[config.mk]
export PLATFORM = sky130hd
export DESIGN_NAME = rgb_pwm_fader
export DESIGN_NICKNAME = d
export VERILOG_FILES = /design/src/rtl/rb_led_pkg.sv /design/src/rtl/rgb_pwm_fader_pwm_cmp.sv /design/src/rtl/rgb_pwm_fader.sv
export SDC_FILE = /design/constraint.sdc
export NUM_CORES = 1
export LEC_CHECK = 0
export ABC_AREA = 1
export CAP_MARGIN = 25
export CORE_UTILIZATION = 53
export CTS_CLUSTER_DIAMETER = 80
export CTS_CLUSTER_SIZE = 10
export DETAILED_ROUTE_END_ITERATION = 6
export GPL_TIMING_DRIVEN = 0
export PLACE_DENSITY = 0.78
export REMOVE_ABC_BUFFERS = 1
export SKIP_LAST_GASP = 1
export SLEW_MARGIN = 20
export SYNTH_ARGS = -nofsm -noshare
export SYNTH_HDL_FRONTEND = slang
export SYNTH_SLANG_ARGS = --single-unit
export TNS_END_PERCENT = 50
[constraint.sdc]
create_clock -name CLK -period 2.3 [get_ports CLK]
set_clock_uncertainty 0.15 [all_clocks]
set_input_delay 0.23 -clock CLK [delete_from_list [all_inputs] [get_ports CLK]]
set_output_delay 0.23 -clock CLK [all_outputs]
set_load 0.005 [all_outputs]
[src/rtl/rb_led_pkg.sv]
// Shared constants, sequencer state encoding and colour-order helper for the RGB PWM fader.
package rb_led_pkg;

    localparam int DUTY_W = 4;
    localparam logic [DUTY_W-1:0] MAX_DUTY = 4'd10;
    localparam logic [DUTY_W-1:0] LAST_CNT = 4'd9;

    typedef enum logic [1:0] {
        S_R = 2'd0,
        S_G = 2'd1,
        S_B = 2'd2
    } state_t;

    // Colour that fades in after the current one; dir=0 is R->G->B, dir=1 is R->B->G.
    function automatic state_t next_colour(input state_t state, input logic dir);
        state_t n;
        n = S_R;
        case (state)
            S_R:     n = dir ? S_B : S_G;
            S_G:     n = dir ? S_R : S_B;
            S_B:     n = dir ? S_G : S_R;
            default: n = S_R;
        endcase
        return n;
    endfunction

endpackage

[src/rtl/rgb_pwm_fader_pwm_cmp.sv]
// Single-channel registered PWM comparator; counts above the last valid count force the output low.
module pwm_cmp
    import rb_led_pkg::*;
(
    input  logic              clk_i,
    input  logic              rst_i,
    input  logic [DUTY_W-1:0] cnt_i,
    input  logic [DUTY_W-1:0] duty_i,
    output logic              pwm_o
);

    logic pwm_d;
    logic pwm_q;

    assign pwm_d = (cnt_i < duty_i) && (cnt_i <= LAST_CNT);

    always_ff @(posedge clk_i or posedge rst_i) begin
        if (rst_i) begin
            pwm_q <= 1'b0;
        end else begin
            pwm_q <= pwm_d;
        end
    end

    assign pwm_o = pwm_q;

endmodule

[src/rtl/rgb_pwm_fader.sv]
// RGB PWM LED driver with a period-counted colour cross-fade sequencer.
// Handshake: none; CE_IN is a one-cycle qualifier and MAIN_CNT is sampled on every CLK edge.
module rgb_pwm_fader
    import rb_led_pkg::*;
#(
    parameter int STEP_PERIODS = 4
) (
    input  logic              CLK,
    input  logic              CLR,
    input  logic              CE_IN,
    input  logic              DIR_CNT,
    input  logic [DUTY_W-1:0] MAIN_CNT,
    output logic              LED_R,
    output logic              LED_G,
    output logic              LED_B,
    output logic [DUTY_W-1:0] DUTY_R,
    output logic [DUTY_W-1:0] DUTY_G,
    output logic [DUTY_W-1:0] DUTY_B,
    output logic              PERIOD_END,
    output logic [1:0]        DBG_STATE
);

    localparam logic [DUTY_W-1:0] STEP_LAST = DUTY_W'(STEP_PERIODS - 1);

    state_t            state_q, state_d;
    logic [DUTY_W-1:0] ramp_q, ramp_d;
    logic [DUTY_W-1:0] pcnt_q, pcnt_d;
    logic              fdir_q, fdir_d;
    logic              pend_q;
    logic [DUTY_W-1:0] duty_q [0:2];
    logic [DUTY_W-1:0] duty_d [0:2];
    logic              period_end_c;
    logic              step_c;
    state_t            nxt_c;

    assign period_end_c = CE_IN && (MAIN_CNT == LAST_CNT);

    always_comb begin
        state_d = state_q;
        ramp_d  = ramp_q;
        pcnt_d  = pcnt_q;
        fdir_d  = fdir_q;
        step_c  = 1'b0;
        for (int i = 0; i < 3; i++) begin
            duty_d[i] = duty_q[i];
        end
        nxt_c = next_colour(state_q, DIR_CNT);

        if (period_end_c) begin
            if (pcnt_q == STEP_LAST) begin
                pcnt_d = '0;
                step_c = 1'b1;
            end else begin
                pcnt_d = pcnt_q + 4'd1;
            end
        end

        if (step_c) begin
            fdir_d = DIR_CNT;
            for (int i = 0; i < 3; i++) begin
                duty_d[i] = '0;
            end
            // A direction change mid-fade abandons the old target and restarts from full current colour.
            if ((ramp_q != '0) && (DIR_CNT != fdir_q)) begin
                ramp_d          = '0;
                duty_d[state_q] = MAX_DUTY;
            end else if (ramp_q == LAST_CNT) begin
                state_d       = nxt_c;
                ramp_d        = '0;
                duty_d[nxt_c] = MAX_DUTY;
            end else begin
                ramp_d          = ramp_q + 4'd1;
                duty_d[nxt_c]   = ramp_q + 4'd1;
                duty_d[state_q] = MAX_DUTY - (ramp_q + 4'd1);
            end
        end
    end

    always_ff @(posedge CLK or posedge CLR) begin
        if (CLR) begin
            state_q   <= S_R;
            ramp_q    <= '0;
            pcnt_q    <= '0;
            fdir_q    <= 1'b0;
            pend_q    <= 1'b0;
            duty_q[0] <= MAX_DUTY;
            duty_q[1] <= '0;
            duty_q[2] <= '0;
        end else begin
            state_q   <= state_d;
            ramp_q    <= ramp_d;
            pcnt_q    <= pcnt_d;
            fdir_q    <= fdir_d;
            pend_q    <= period_end_c;
            duty_q[0] <= duty_d[0];
            duty_q[1] <= duty_d[1];
            duty_q[2] <= duty_d[2];
        end
    end

    pwm_cmp u_cmp_r (.clk_i(CLK), .rst_i(CLR), .cnt_i(MAIN_CNT), .duty_i(duty_q[0]), .pwm_o(LED_R));
    pwm_cmp u_cmp_g (.clk_i(CLK), .rst_i(CLR), .cnt_i(MAIN_CNT), .duty_i(duty_q[1]), .pwm_o(LED_G));
    pwm_cmp u_cmp_b (.clk_i(CLK), .rst_i(CLR), .cnt_i(MAIN_CNT), .duty_i(duty_q[2]), .pwm_o(LED_B));

    assign DUTY_R     = duty_q[0];
    assign DUTY_G     = duty_q[1];
    assign DUTY_B     = duty_q[2];
    assign PERIOD_END = pend_q;
    assign DBG_STATE  = state_q;

endmodule

==> results of run 1 <==
## cell type report
cell class	instances	area, um2
fillers	279	1020
inverters	36	135
flip-flops and latches	27	678
clock buffers	3	22.5
multi-input cells	151	835
clock inverters	1	5.00
well taps	44	55.1
repair buffers	26	278
## cells in the final DEF, fill, tap and decap left out, drive strengths merged
| cell | count |
|---|---|
| a211oi | 2 |
| buf | 1 |
| ha | 14 |
| nand3 | 11 |
| nand2 | 55 |
| dfstp | 2 |
| o21ai | 21 |
| nor2 | 24 |
| xnor2 | 1 |
| clkbuf | 3 |
| inv | 36 |
| clkdlybuf4s50 | 25 |
| nor3 | 1 |
| o21a | 1 |
| a22oi | 4 |
| a21oi | 4 |
| nand4 | 4 |
| clkinv | 1 |
| a21boi | 3 |
| dfrtp | 25 |
| o22ai | 4 |
| xor2 | 2 |
## power groups by stage
stage	Clock, mW	Sequential, mW	Combinational (mW)
after global placement	0	0.545	0.151
final	0.202	0.539	0.162
after detailed placement	0	0.549	0.162
after floorplan	0	0.542	0.0974
after CTS	0.216	0.539	0.163
after global routing	0.230	0.544	0.185
## Yosys cell counts
| library cell | number | area share, % |
|---|---|---|
| a21oi_1 | 4 | 1.2 |
| nand2_1 | 55 | 12 |
| o21a_1 | 1 | 0.45 |
| inv_2 | 2 | 0.45 |
| xnor2_1 | 1 | 0.52 |
| nand4_2 | 1 | 0.75 |
| ha_1 | 14 | 10 |
| buf_6 | 1 | 0.67 |
| dfstp_2 | 2 | 3.1 |
| nor2_1 | 20 | 4.5 |
| nand3_1 | 10 | 3.0 |
| dfrtp_1 | 25 | 37 |
| nand3_2 | 1 | 0.60 |
| o22ai_1 | 4 | 1.5 |
| a211oi_1 | 2 | 0.90 |
| a21boi_0 | 3 | 1.3 |
| buf_4 | 1 | 0.45 |
| o21ai_1 | 5 | 1.5 |
| a22oi_2 | 1 | 0.75 |
| inv_1 | 34 | 7.6 |
| o21ai_0 | 16 | 4.8 |
| a22oi_1 | 3 | 1.3 |
| nor2_2 | 4 | 1.5 |
| nand4_1 | 3 | 1.1 |
| buf_2 | 1 | 0.30 |
| xor2_1 | 2 | 1.0 |
| nor3_1 | 1 | 0.30 |
## path summary, 6_finish.rpt
check,from,end,slack [ps]
worst min register to register,pcnt_q[3]$_DFFE_PP0N_,pcnt_q[3]$_DFFE_PP0N_,370
worst min-delay path,CLR,pcnt_q[3]$_DFFE_PP0N_,110
worst max register to register,pcnt_q[0]$_DFFE_PP0N_,DUTY_B[3]$_DFFE_PP0P_,280
max in group asynchronous,CLR,DUTY_R[3]$_DFFE_PP1P_,1330
worst max-delay path,MAIN_CNT[1],DUTY_B[3]$_DFFE_PP0P_,190
min in group CLK,pcnt_q[3]$_DFFE_PP0N_,pcnt_q[3]$_DFFE_PP0N_,370
## state kept, by name, summed over array words and instances (netlist names)
| name | flops |
|---|---|
| DUTY_B | 4 |
| fdir_q | 1 |
| u_cmp_b.pwm_o | 1 |
| DBG_STATE | 2 |
| u_cmp_r.pwm_o | 1 |
| PERIOD_END | 1 |
| pcnt_q | 4 |
| u_cmp_g.pwm_o | 1 |
| DUTY_R | 4 |
| DUTY_G | 4 |
| ramp_q | 4 |
## through the flow
stage          util (%)  power [mW]  cells  hold slack (ps)  TNS (ps)
2_1_floorplan         -       0.640    214              131         0
3_3_place_gp       64.5       0.696    283              345     -1430
3_5_place_dp       65.4       0.710    284              350     -1660
4_1_cts            66.3       0.918    288              118         0
5_1_grt            66.3       0.959    288              136         0
6_report           66.3       0.902    288              108         0
## per-layer routing
layer  part of all wire, %  GRT usage, %
met4                   2.5          9.86
met1                    47          30.9
met2                    48          38.9
met3                   2.9          2.68
met5                     0             0
## kinds of logic after synthesis
logic type / count (synthesis) / synth area share, %
flip-flops: 27 / 40.6
adder cells (fa/ha/maj): 14 / 10.5
XOR/XNOR: 3 / 1.57
AO/OA/AOI/OAI: 39 / 13.8
buffers and inverters: 39 / 9.51
AND/OR/NAND/NOR: 95 / 24.1
==> flow_summary.json, run 1 <==
{
  "synthCells": 217,
  "dp_slack_ps": -220,
  "grt_usage_pct": 23.4,
  "p_sw_share_pct": 27.8,
  "cap_violations": 0,
  "setup_violations": 0,
  "gp_congestion": 0.856,
  "grt_pass1_vias": 1439,
  "cts_sinks": 27,
  "hp-class": "in -> async",
  "ioPinCount": 26,
  "wl_per_cell_um": 12.0,
  "crit_path_end_kind": "flip-flop",
  "seq_power_share_pct": 59.7,
  "cpMostUsedCell": "nor2_2",
  "startpoint_type": "primary input",
  "outcome": "completed",
  "switchingPower_mw": 0.251,
  "p_comb_share_pct": 17.9,
  "cts_tree": "built",
  "post_cts_buffers": 0,
  "syn_area_mm2": 0.00167,
  "final_hold_viol_count": 0,
  "core_mm2": 0.00303,
  "nNetsFinal": 267,
  "fin_crit_sh_pct": 91.8,
  "first_pass_iters": 4,
  "clockPowerShare_pct": 22.4,
  "timing.slew.headroom_pct": 61.2,
  "ys_seq_area_share_pct": 40.6,
  "cpPeakStageDelay_ps": 500,
  "stdcell_area_mm2": 0.00201,
  "port_buffers": 25,
  "num_rows": 20,
  "cp_max_fo": 12,
  "postCtsHoldBufs": 0,
  "p_per_area_mw_per_mm2": 449,
  "clk_latency_ps": 320,
  "slowest_stage": "clkdlybuf4s50_1",
  "drc_errors": 0,
  "dpl_cell_area_mm2": 0.00198,
  "post_cts_resize_count": 0,
  "start_util_pct": 55.2,
  "vias_per_cell": 5.18,
  "rsz0062_at_grt": "false",
  "rr_worst_depth": 6,
  "drive_above_1_share_pct": 6.56,
  "cp.depth": 7,
  "drt_iter0_drc": 45,
  "cts.clk_slew.worst_paths_ps": 140,
  "worstMarginPinSlew_ps": 581,
  "grt-ovfl-total": 0,
  "die_w_um": 58.2,
  "worst_slack_ps": 189,
  "peakVddDrop_mv": 0.188,
  "cts_inserted_buffers": 3,
  "p_int_mw": 0.651,
  "fp.dieH_um": 58.2,
  "p_leak_nw": 0.999,
  "path_cells": "clkdlybuf4s50_1, nor2_2, nand4_2, nor2_2, inv_1, nor2_1, a21oi_1",
  "clockRootBuffer": "clkbuf_4",
  "area_delta_synth_final_pct": 20.1,
  "synth_seq_cells": 27,
  "arrival_ps": 2180,
  "ys_types": 27,
  "cts_buffer_depth": 2,
  "detail-route-antenna-nets": 0,
  "grt_max_degree": 16,
  "dpl.hpwl_mm": 2.77,
  "max_freq_ghz": 0.474,
  "cp_num_buf_inv": 2,
  "min_period_ps": 2110,
  "cp.required_ps": 2370,
  "synthesis.area_per_instance_um2": 7.70,
  "n_antenna_cell": 0,
  "ys_warn_count": 0,
  "ctsHtreeMaxLevel": 1,
  "vias": 1493,
  "grt_pass1_wl_mm": 6.09,
  "timing.final.max_slew_violations": 0,
  "antenna_found_initial": 0,
  "worst-setup-path-type": "in -> reg",
  "wl_mm": 3.47,
  "cp_top_family": "simple AND/OR/NAND/NOR gates",
  "die_area_mm2": 0.00338
}
No activity file was read; power rests on OpenSTA's default activity.
==> run 2: changes to the inputs <==
--- a/constraint.sdc
+++ b/constraint.sdc
@@ -4,2 +4,2 @@
 set_output_delay 0.23 -clock CLK [all_outputs]
-set_load 0.005 [all_outputs]
+set_load 0.01 [all_outputs]
==> results of run 2 <==
The final DEF is identical to that of run 1. Status: completed.
Among the figures that moved: total power 0.902 mW -> 0.906 mW
